==> src/rtl/data_stall_bridge.sv <==
// data_stall_bridge: sits between a core data port and a memory model.
// The core sees grants stretched by a programmable stall and responses
// delayed by a per-response programmable delay, always returned in order.
module data_stall_bridge #(
    parameter int unsigned FIFO_DEPTH = 4,
    parameter int unsigned CNT_WIDTH  = 4
) (
    input  logic                 clk_i,
    input  logic                 rst_i,
    input  logic [CNT_WIDTH-1:0] cfg_gnt_stall_i,
    input  logic [CNT_WIDTH-1:0] cfg_rvalid_delay_i,
    input  logic                 core_req_i,
    input  logic                 core_we_i,
    input  logic [31:0]          core_addr_i,
    input  logic [31:0]          core_wdata_i,
    input  logic [3:0]           core_be_i,
    output logic                 core_gnt_o,
    output logic                 core_rvalid_o,
    output logic [31:0]          core_rdata_o,
    output logic                 mem_req_o,
    output logic                 mem_we_o,
    output logic [31:0]          mem_addr_o,
    output logic [31:0]          mem_wdata_o,
    output logic [3:0]           mem_be_o,
    input  logic                 mem_gnt_i,
    input  logic                 mem_rvalid_i,
    input  logic [31:0]          mem_rdata_i,
    output logic                 protocol_err_o
);

    localparam int unsigned PTR_W = (FIFO_DEPTH > 1) ? $clog2(FIFO_DEPTH) : 1;
    localparam int unsigned OCC_W = $clog2(FIFO_DEPTH + 1);

    localparam logic [1:0] ST_IDLE  = 2'd0;
    localparam logic [1:0] ST_STALL = 2'd1;
    localparam logic [1:0] ST_ISSUE = 2'd2;

    // Request-path state
    logic [1:0]           state_q, state_d;
    logic [CNT_WIDTH-1:0] stall_cnt_q, stall_cnt_d;
    logic                 mem_req_c;
    logic                 gnt_c;
    logic                 req_err_c;
    logic                 full_c;

    // Outstanding transactions (granted, response not yet shown to the core)
    logic [OCC_W-1:0]     outstanding_q, outstanding_d;

    // Response buffer
    logic [31:0]          buf_data_q  [FIFO_DEPTH];
    logic [CNT_WIDTH-1:0] buf_timer_q [FIFO_DEPTH];
    logic [PTR_W-1:0]     entry_off_c [FIFO_DEPTH];
    logic [FIFO_DEPTH-1:0] entry_valid_c;
    logic [PTR_W-1:0]     rptr_q, rptr_d;
    logic [PTR_W-1:0]     wptr_q, wptr_d;
    logic [OCC_W-1:0]     count_q, count_d;
    logic [OCC_W-1:0]     pending_c;
    logic                 push_ok_c;
    logic                 spurious_c;
    logic                 bypass_c;
    logic                 head_ready_c;
    logic                 store_c;

    // Core-facing response outputs and sticky error
    logic                 rvalid_q, rvalid_d;
    logic [31:0]          rdata_q, rdata_d;
    logic                 err_q, err_d;

    // Address/data/control pass straight through to memory
    assign mem_addr_o  = core_addr_i;
    assign mem_we_o    = core_we_i;
    assign mem_be_o    = core_be_i;
    assign mem_wdata_o = core_wdata_i;

    assign full_c = (outstanding_q == OCC_W'(FIFO_DEPTH));

    // Next-state and request gating for the IDLE/STALL/ISSUE controller
    always_comb begin
        state_d     = state_q;
        stall_cnt_d = stall_cnt_q;
        mem_req_c   = 1'b0;
        req_err_c   = 1'b0;
        if (!rst_i) begin
            case (state_q)
                ST_IDLE: begin
                    if (core_req_i && !full_c) begin
                        if (cfg_gnt_stall_i == '0) begin
                            mem_req_c = 1'b1;
                            if (!mem_gnt_i) begin
                                state_d = ST_ISSUE;
                            end
                        end else if (cfg_gnt_stall_i == CNT_WIDTH'(1)) begin
                            // One-cycle stall: the next cycle already issues
                            state_d = ST_ISSUE;
                        end else begin
                            // Remaining STALL cycles after this accept cycle, minus the ISSUE cycle
                            state_d     = ST_STALL;
                            stall_cnt_d = cfg_gnt_stall_i - CNT_WIDTH'(2);
                        end
                    end
                end
                ST_STALL: begin
                    if (!core_req_i) begin
                        req_err_c = 1'b1;
                        state_d   = ST_IDLE;
                    end else if (stall_cnt_q == '0) begin
                        state_d = ST_ISSUE;
                    end else begin
                        stall_cnt_d = stall_cnt_q - CNT_WIDTH'(1);
                    end
                end
                ST_ISSUE: begin
                    if (!core_req_i) begin
                        req_err_c = 1'b1;
                        state_d   = ST_IDLE;
                    end else begin
                        mem_req_c = !full_c;
                        if (mem_req_c && mem_gnt_i) begin
                            state_d = ST_IDLE;
                        end
                    end
                end
                default: begin
                    state_d = ST_IDLE;
                end
            endcase
        end
    end

    assign gnt_c      = mem_req_c && mem_gnt_i;
    assign mem_req_o  = mem_req_c;
    assign core_gnt_o = gnt_c;

    // Which buffer slots currently hold a response
    always_comb begin
        entry_valid_c = '0;
        for (int i = 0; i < int'(FIFO_DEPTH); i++) begin
            entry_off_c[i]   = PTR_W'(i) - rptr_q;
            entry_valid_c[i] = (OCC_W'(entry_off_c[i]) < count_q);
        end
    end

    // Push/pop decisions and next values for pointers, counters and outputs
    always_comb begin
        // Granted transactions whose memory response has not arrived yet
        pending_c    = outstanding_q - count_q - OCC_W'(rvalid_q);
        push_ok_c    = mem_rvalid_i && (pending_c != '0);
        spurious_c   = mem_rvalid_i && (pending_c == '0);
        head_ready_c = (count_q != '0) && (buf_timer_q[rptr_q] <= CNT_WIDTH'(1));
        // An undelayed response into an empty buffer goes straight to the output
        bypass_c     = push_ok_c && (count_q == '0) && (cfg_rvalid_delay_i == '0);
        store_c      = push_ok_c && !bypass_c;

        rptr_d  = head_ready_c ? rptr_q + PTR_W'(1) : rptr_q;
        wptr_d  = store_c ? wptr_q + PTR_W'(1) : wptr_q;
        count_d = count_q + OCC_W'(store_c) - OCC_W'(head_ready_c);

        rvalid_d = head_ready_c || bypass_c;
        rdata_d  = rdata_q;
        if (head_ready_c) begin
            rdata_d = buf_data_q[rptr_q];
        end else if (bypass_c) begin
            rdata_d = mem_rdata_i;
        end

        outstanding_d = outstanding_q + OCC_W'(gnt_c) - OCC_W'(rvalid_q);
        err_d         = err_q || spurious_c || req_err_c;
    end

    // Control registers with synchronous reset
    always_ff @(posedge clk_i) begin
        if (rst_i) begin
            state_q       <= ST_IDLE;
            stall_cnt_q   <= '0;
            outstanding_q <= '0;
            rptr_q        <= '0;
            wptr_q        <= '0;
            count_q       <= '0;
            rvalid_q      <= 1'b0;
            rdata_q       <= '0;
            err_q         <= 1'b0;
        end else begin
            state_q       <= state_d;
            stall_cnt_q   <= stall_cnt_d;
            outstanding_q <= outstanding_d;
            rptr_q        <= rptr_d;
            wptr_q        <= wptr_d;
            count_q       <= count_d;
            rvalid_q      <= rvalid_d;
            rdata_q       <= rdata_d;
            err_q         <= err_d;
        end
    end

    // Buffer storage: write on push, age every valid entry's timer down to zero
    always_ff @(posedge clk_i) begin
        for (int i = 0; i < int'(FIFO_DEPTH); i++) begin
            if (store_c && (wptr_q == PTR_W'(i))) begin
                buf_data_q[i]  <= mem_rdata_i;
                buf_timer_q[i] <= cfg_rvalid_delay_i;
            end else if (entry_valid_c[i] && (buf_timer_q[i] != '0)) begin
                buf_timer_q[i] <= buf_timer_q[i] - CNT_WIDTH'(1);
            end
        end
    end

    assign core_rvalid_o  = rvalid_q;
    assign core_rdata_o   = rdata_q;
    assign protocol_err_o = err_q;

endmodule
==> config.mk <==
export PLATFORM = sky130hd
export DESIGN_NAME = data_stall_bridge
export DESIGN_NICKNAME = d
export VERILOG_FILES = /design/src/rtl/data_stall_bridge.sv
export SDC_FILE = /design/constraint.sdc
export NUM_CORES = 1
export LEC_CHECK = 0
export CAP_MARGIN = 40
export CORE_MARGIN = 5
export CORE_UTILIZATION = 35
export CTS_CLUSTER_DIAMETER = 80
export DETAILED_ROUTE_END_ITERATION = 6
export GPL_ROUTABILITY_DRIVEN = 0
export PLACE_DENSITY_LB_ADDON = 0.1
export SKIP_LAST_GASP = 1
export SLEW_MARGIN = 10
export SYNTH_ARGS = -nofsm -noshare
export SYNTH_HDL_FRONTEND = slang
export SYNTH_SLANG_ARGS = --single-unit
export TNS_END_PERCENT = 50
==> constraint.sdc <==
create_clock -name clk_i -period 4.6 [get_ports clk_i]
set_input_delay 1.15 -clock clk_i [delete_from_list [all_inputs] [get_ports clk_i]]
set_output_delay 1.15 -clock clk_i [all_outputs]
set_load 0.02 [all_outputs]
# == Word-level counts from Yosys, hierarchy flattened ==
# Memory sizes are Yosys's and may differ from the RTL's. A register that Yosys moved wholly into a read port is not among the register bits.
# Index checks and enable logic that the tools add are counted.
# op_classes
n_reduce_logical,43
bitwise_logic,4
n_addsub,18
mul,0
n_eq_ne,15
magnitude_cmp,5
n_div,0
n_mux,62
shift,0
# op_table
operator,count
two-way mux 32 bit,5
OR reduction 32 bit,3
two-way mux 4 bit,9
two-way mux 1 bit,30
two-way mux 2 bit,15
subtractor 4 x 1 -> 4 bit (second input constant),5
logical AND 1 bit,17
nonzero test 4 bit,4
zero test 4 bit,3
less-than comparator 2 x 3 -> 1 bit,4
inequality test 2 bit (second input constant),5
inequality test 3 bit (second input constant),3
subtractor 3 x 1 -> 3 bit,3
case mux 4 bit (2 select lines),1
adder 3 x 1 -> 3 bit,2
equality test 2 bit (second input constant),3
zero test 3 bit,2
case mux 2 bit (3 select lines),1
AND reduction 6 bit,1
nonzero test 3 bit,2
adder 2 x 1 -> 2 bit (second input constant),2
equality test 2 x 1 -> 1 bit (second input constant),2
equality test 4 x 1 -> 1 bit (second input constant),1
<= comparator 4 x 1 -> 1 bit (second input constant),1
other kinds (13),23
# totals
rom_bits,0
output_inout_bits,105
latchBits,0
reg_bits,50
in_bits,114
word_cells,158
memories,2
ram_bits,144
# mem_list
name,depth,width,read_ports,rd_clocked_by_memory_dff,wr,line_no,source
buf_data_q,4,32,1,1,1,50,logic [31:0] buf_data_q [FIFO_DEPTH];
buf_timer_q,4,4,5,1,4,51,logic [CNT_WIDTH-1:0] buf_timer_q [FIFO_DEPTH];

# == Depth between registers and ports, before layout ==
# Gate-level depths: netlist of run 1.
# depth
depth_word,15
mapped_depth,18
ltp_nobuf,18

# == Worst setup path before layout of run 1 ==
# Ideal clock, no wire load.
# synth_path
path_kind,register to register
startpoint,"register rvalid_q, in the netlist core_rvalid_o"
endpoint,memory buf_timer_q[3][2] (data pin)
path_buffers,1
period_less_slack_ns,4.340
setup_ns,0.260
t_arrival_ns,4.080
slack_ns,0.260
required_ns,4.340
stages_incl_launch_ff,13
path_cell_list,dfxtp_1 > inv_1 > fa_1 > inv_1 > ha_1 > or2_2 > fa_1 > xor3_1 > a31oi_4 > and3_1 > or2_1 > buf_2 > mux2_4
# synth_lines
item,line_no,source
from (decl),65,"logic rvalid_q, rvalid_d;"
from (signal assigned),189,rvalid_q <= rvalid_d;
to (decl),51,

# == Worst setup path after layout of run 1 ==
# layout_path
startpoint,input cfg_gnt_stall_i[3]
endpoint,output core_gnt_o
# layout_via
elab_chain_len,6
# layout_lines
item,line_no,source
from (decl),10,"input logic [CNT_WIDTH-1:0] cfg_gnt_stall_i,"
zero test 4 bit,87,if (cfg_gnt_stall_i == '0) begin
two-way mux 1 bit,87,
two-way mux 1 bit,86,if (core_req_i && !full_c) begin
case mux 1 bit (2 select lines),84,case (state_q)
two-way mux 1 bit,83,if (!rst_i) begin
logical AND 1 bit,130,assign gnt_c = mem_req_c && mem_gnt_i;
to (decl),17,"output logic core_gnt_o,"
# No other way between the ends.

==> results of run 1 <==
==> report_power, final <==
group / internal [µW] / switching (µW)
combinational: 920 / 1070
clock: 788 / 636
sequential: 2420 / 203
==> state kept, by name (all words and copies together), names as in the netlist, 2 cells and up, named ones only <==
register,count
wptr_q,2
buf_data_q,128
outstanding_q,3
buf_timer_q,16
count_q,3
core_rdata_o,32
rptr_q,2
stall_cnt_q,4
state_q,2
==> cell families after synthesis <==
logic type / count (synthesis) / share of synthesized area
flops: 196 / 0.597
buf+inv: 137 / 0.0938
simple gates: 107 / 0.0587
mux: 83 / 0.139
compound gates: 63 / 0.0507
fa+ha+maj: 27 / 0.0409
xor+xnor: 19 / 0.0202
==> cell usage in the layout, fill, tap and decap left out, types with 3 or more instances in the layout <==
| master | count |
|---|---|
| nor3_1 | 5 |
| fa_1 | 4 |
| a21oi_1 | 8 |
| ha_1 | 23 |
| xor2_1 | 8 |
| edfxtp_1 | 144 |
| dfxtp_1 | 50 |
| clkbuf_1 | 5 |
| nor2_1 | 57 |
| clkbuf_16 | 18 |
| mux4_2 | 32 |
| nand2_1 | 7 |
| nor2b_1 | 5 |
| nand3_1 | 3 |
| clkdlybuf4s50_1 | 79 |
| a211oi_1 | 35 |
| buf_12 | 3 |
| and3_2 | 4 |
| inv_1 | 39 |
| mux2i_1 | 43 |
| buf_4 | 9 |
| o21ai_0 | 8 |
| xnor2_1 | 10 |
| nor4_1 | 4 |
| clkinv_4 | 3 |
| nand2b_1 | 5 |
| mux2_2 | 6 |
==> worst max-delay path, delay by kind of cell <==
kind	cells	cell delay (ns)
simple gates	5	1.02
buf+inv	2	1.06
==> worst min path at each step <==
stage | slack (ns) | cells past startpoint | end
5_1_grt | 0.51 | 2 | protocol_err_o
3_3_place_gp | 0.48 | 2 | protocol_err_o
4_1_cts | 0.50 | 2 | protocol_err_o
3_5_place_dp | 0.49 | 2 | protocol_err_o
2_1_floorplan | 0.47 | 2 | stall_cnt_q[3]
6_report | 0.49 | 2 | protocol_err_o
==> synth_stat cells (all sizes together), types with 2 or more instances <==
cell type / number / area share
fa: 4 / 0.0089
o211a: 2 / 0.0022
nand3: 3 / 0.0017
and2: 2 / 0.0014
mux4: 32 / 0.080
nand2b: 5 / 0.0035
nor2b: 5 / 0.0035
edfxtp: 144 / 0.48
a211oi: 35 / 0.029
nor4: 4 / 0.0028
dfxtp: 52 / 0.12
inv: 39 / 0.016
o31a: 2 / 0.0019
nor3: 6 / 0.0033
mux2: 8 / 0.011
a21oi: 8 / 0.0045
xnor2: 10 / 0.0097
nor2: 60 / 0.026
o21ai: 8 / 0.0045
nor3b: 2 / 0.0017
or2: 2 / 0.0014
and3: 5 / 0.0035
mux2i: 43 / 0.048
clkbuf: 18 / 0.0075
nand2: 7 / 0.0029
nor4b: 2 / 0.0019
buf: 80 / 0.070
xor2: 8 / 0.0078
ha: 23 / 0.032
==> routing by layer <==
layer,routed length [µm],part of all wire
met2,9810,0.48
met4,1060,0.052
met3,890,0.044
met1,8600,0.42
met5,13,0.00064
==> final cells by class <==
type	instances	area, µm²	share of cell area
clock inverters	9	95.1	0.00931
clock buffers	23	469	0.0459
inverters	39	146	0.0143
flip-flops and latches	196	5370	0.525
multi-input cells	299	2800	0.274
repair buffers	92	923	0.0904
well taps	330	413	0.0404
==> through the flow <==
step / setup WS, ns / power (µW) / cell area (µm²) / hold slack (ns) / cells
final: 0.213 / 6040 / 10200 / 0.493 / 988
after CTS: 0.0754 / 6150 / 10200 / 0.503 / 988
after global routing: 0.0286 / 6440 / 10200 / 0.514 / 988
after detailed placement: 0.0749 / 4700 / 9650 / 0.487 / 956
after global placement: 0.128 / 4650 / 9650 / 0.479 / 956
after floorplan: 0.260 / 4120 / 8990 / 0.467 / 632
==> results.py, run 1 <==
metrics = {
    "critical_path": {
        "critPathMaxFanout": 4,
        "start_kind": "primary input",
        "crit_path_end": "core_gnt_o",
        "arrival_ns": 3.24,
        "slowest_delay_ns": 0.61,
        "r2r_start": "count_q[0]",
        "cpMaxStageDelayCell": "clkdlybuf4s50_1",
        "endpoint_kind": "primary output",
        "crit_top_cell": "clkdlybuf4s50_1",
        "worstRegToRegCells": 18,
        "crit_required_ns": 3.45,
        "r2r_slack_ns": 0.36,
        "cp_cell_sequence": "clkdlybuf4s50_1 > nor3_2 > and3_1 > nor2_1 > nor4_1 > and2_1 > clkdlybuf4s50_1",
        "path_class": "primary input to primary output",
        "setup.worst_path.start": "cfg_gnt_stall_i[3]",
        "rr_endpoint": "count_q[2]",
    },
    "die": {
        "die_x_um": 170,
        "rows": 58,
        "start_util": 0.356,
        "die_area_um2": 29000,
        "ios": 219,
        "core_um2": 25300,
        "die_y_um": 170,
    },
    "detailed_routing": {
        "viasPerCell": 4.98,
        "drtIter0Drc": 234,
        "routed_wl_um": 20400,
        "post-route-drc-count": 0,
        "drt_first_pass_iters": 5,
        "postRouteAntennaNets": 0,
        "via_count": 4921,
        "routedWlPerCell_um": 20.6,
    },
    "clock_tree": {
        "clockBufferDepth": 2,
        "ctsResizeCount": 0,
        "cts_max_level": 4,
        "clockRootBuffer": "clkbuf_16",
        "clock_sinks": 196,
        "clock_latency_ns": 0.42,
        "cts.clk_slew.worst_paths_ns": 0.07,
        "cts_tree": "built",
        "postCtsSetupBuffers": 0,
        "cts_hold_buf": 0,
        "numCtsBuffers": 17,
    },
    "power": {
        "leakage_uw": 0.00345,
        "power_density_nw_per_um2": 592,
        "vdd_drop_max_mv": 0.248,
    },
    "timing": {
        "drv_slew": 0,
        "fin_crit_sh": 0.954,
        "clock.fmax_ghz": 0.228,
        "hold_viol": 0,
        "relSlewSlack": 0.442,
        "finalSetupViolCount": 0,
        "timing.final.crit_period_ns": 4.39,
        "rsz0062_at_grt": "false",
        "clock_skew_ns": 0.00960,
        "tightest_slew_ns": 0.838,
        "final.setup.tns_ns": 0,
    },
    "final_layout": {
        "drive_gt1_frac": 0.144,
        "fin_util": 0.404,
        "diodes": 0,
        "area_growth_pct": 13.6,
        "nets": 786,
        "fillCellCount": 2352,
    },
    "placed_design": {
        "dp_hpwl_um": 13300,
        "numPortBuffers": 80,
    },
    "synth": {
        "syn-num-nets": 773,
        "ys.flop_type": "edfxtp_1",
        "yosysSeqAreaShare": 0.597,
        "ys_ff_latch": 196,
        "avgSynthCellArea_um2": 14.2,
        "synth_cell_types": 49,
        "yosys_warnings": 0,
        "async_flop_share": 0,
        "syn_area_um2": 8990,
        "synth_edf_count": 144,
        "synth_cells": 632,
    },
    "hold_path": {
        "hp-class": "flip-flop to flip-flop",
        "min_from": "protocol_err_o",
    },
    "job": {
        "drv_cap": 0,
    },
    "global_route": {
        "gr-usage-met2": 0.234,
        "met3_usage": 0.0281,
        "top_usage_layer": "met2",
        "met1_usage": 0.176,
        "grt_pass1_wl_um": 31100,
        "grt_max_degree": 65,
        "antenna_found_initial": 1,
        "first_global_vias": 5312,
        "overflow": 0,
        "grt_usage": 0.143,
    },
    "outcome": {
        "status": "complete, no violations",
    },
}
Note: power is estimated with default switching activity, not from simulation.
==> inputs of run 2 (changes only) <==
--- a/config.mk
+++ b/config.mk
@@ -7,7 +7,7 @@
 export LEC_CHECK = 0
 export CAP_MARGIN = 40
 export CORE_MARGIN = 5
-export CORE_UTILIZATION = 35
+export CORE_UTILIZATION = 50
 export CTS_CLUSTER_DIAMETER = 80
 export DETAILED_ROUTE_END_ITERATION = 6
 export GPL_ROUTABILITY_DRIVEN = 0
==> results.py, run 2 (synthesis results as in run 1) <==
metrics = {
    "outcome": {
        "status": "complete, no violations",
    },
    "power": {
        "vdd_drop_max_mv": 0.321,
        "leakage_uw": 0.00345,
        "power_density_nw_per_um2": 599,
    },
    "global_route": {
        "first_global_vias": 5139,
        "antenna_found_initial": 0,
        "grt_pass1_wl_um": 28300,
        "grt_usage": 0.179,
        "overflow": 0,
        "grt_max_degree": 65,
    },
    "clock_tree": {
        "cts_tree": "built",
        "clockBufferDepth": 2,
        "clockRootBuffer": "clkbuf_16",
        "clock_sinks": 196,
        "cts.clk_slew.worst_paths_ns": 0.07,
        "numCtsBuffers": 17,
        "cts_hold_buf": 0,
        "clock_latency_ns": 0.44,
        "cts_max_level": 4,
        "postCtsSetupBuffers": 0,
    },
    "placed_design": {
        "dp_hpwl_um": 11200,
        "dp_cells": 856,
        "numPortBuffers": 80,
    },
    "timing": {
        "drv_slew": 0,
        "finalSetupViolCount": 0,
        "hold_viol": 0,
        "rsz0062_at_grt": "false",
        "final.setup.tns_ns": 0,
        "clock.fmax_ghz": 0.225,
        "fin_crit_sh": 0.966,
        "clock_skew_ns": 0.0179,
        "relSlewSlack": 0.493,
        "timing.final.crit_period_ns": 4.44,
        "tightest_slew_ns": 0.761,
    },
    "detailed_routing": {
        "post-route-drc-count": 0,
        "via_count": 4909,
        "drtIter0Drc": 203,
        "viasPerCell": 5.53,
        "routedWlPerCell_um": 20.1,
        "postRouteAntennaNets": 0,
        "drt_first_pass_iters": 4,
        "routed_wl_um": 17800,
    },
    "critical_path": {
        "cpMaxStageDelayCell": "clkdlybuf4s50_1",
        "critPathMaxFanout": 4,
        "crit_top_cell": "clkdlybuf4s50_1",
        "slowest_delay_ns": 0.61,
        "start_kind": "primary input",
        "arrival_ns": 3.29,
        "cp_cell_sequence": "clkdlybuf4s50_1 > nor3_2 > and3_1 > nor2_1 > nor4_1 > and2_1 > clkdlybuf4s50_1",
        "endpoint_kind": "primary output",
        "crit_required_ns": 3.45,
        "path_class": "primary input to primary output",
    },
    "job": {
        "drv_cap": 0,
    },
    "final_layout": {
        "mostFrequentLayoutCells": "144 x edfxtp_1, 79 x clkdlybuf4s50_1, 57 x nor2_1",
        "drive_gt1_frac": 0.150,
        "largest_register_ffs": 128,
        "area_growth_pct": 12.1,
        "diodes": 0,
        "nets": 787,
        "mostFrequentLayoutCell": "edfxtp_1",
        "top_register": "buf_data_q",
        "stdcell_count": 887,
    },
    "hold_path": {
        "hp-class": "flip-flop to flip-flop",
    },
    "die": {
        "die_area_um2": 20800,
        "die_x_um": 144,
        "core_um2": 17800,
        "ios": 219,
        "die_y_um": 144,
        "start_util": 0.504,
        "rows": 49,
    },
}
[run 2: power breakdown]
part | leakage, µW | internal [µW] | switching [µW]
registers | 0.00174 | 2420 | 203
logic | 0.00143 | 908 | 1060
clock network | 0.000279 | 763 | 678
[run 2: metal layers]
metal | track usage | vias to the layer above | wire length [µm]
met3 | 0.0380 | 54 | 824
met2 | 0.285 | 129 | 8740
li1 | - | 2275 | -
met1 | 0.236 | 2451 | 7730
met5 | 0 | - | 0
met4 | 0.0847 | 0 | 527
[run 2: final timing paths]
kind | start | end | slack [ns] | cells after the start
worst max-delay path | cfg_gnt_stall_i[3] | core_gnt_o | 0.16 | 7
worst min-delay path | protocol_err_o | protocol_err_o | 0.51 | 2
worst max register to register | count_q[0] | count_q[2] | 0.38 | 18
worst min register to register | protocol_err_o | protocol_err_o | 0.51 | 2
[run 2: per-stage QoR]
stage          hold WS (ns)  setup WS [ns]  utilization  power (µW)  area (µm²)
2_1_floorplan         0.467          0.260            -        4120        8990
3_5_place_dp          0.487         0.0656        0.533        4660        9500
4_1_cts               0.505         0.0571        0.564        6110       10100
3_3_place_gp          0.474          0.144        0.533        4580        9500
5_1_grt               0.538         0.0147        0.565        6400       10100
6_report              0.505          0.158        0.565        6030       10100
[run 2: repair_timing]
action	4_1_cts	5_1_grt
resized for setup	0	1
endpoints found under the setup margin	0	2
hold endpoints to repair	0	0
[run 2: critical path: cells and delay by family]
family / cells / cell delay (ns)
simple gates: 5 / 1.06
buf+inv: 2 / 1.07
[run 2: cell type report]
class / count / area (µm²)
Timing Repair Buffer: 93 / 906
Sequential cell: 196 / 5370
Multi-Input combinational cell: 299 / 2800
Tap cell: 229 / 287
Inverter: 39 / 146
Clock inverter: 14 / 144
Clock buffer: 17 / 425
Fill cell: 1418 / 7760
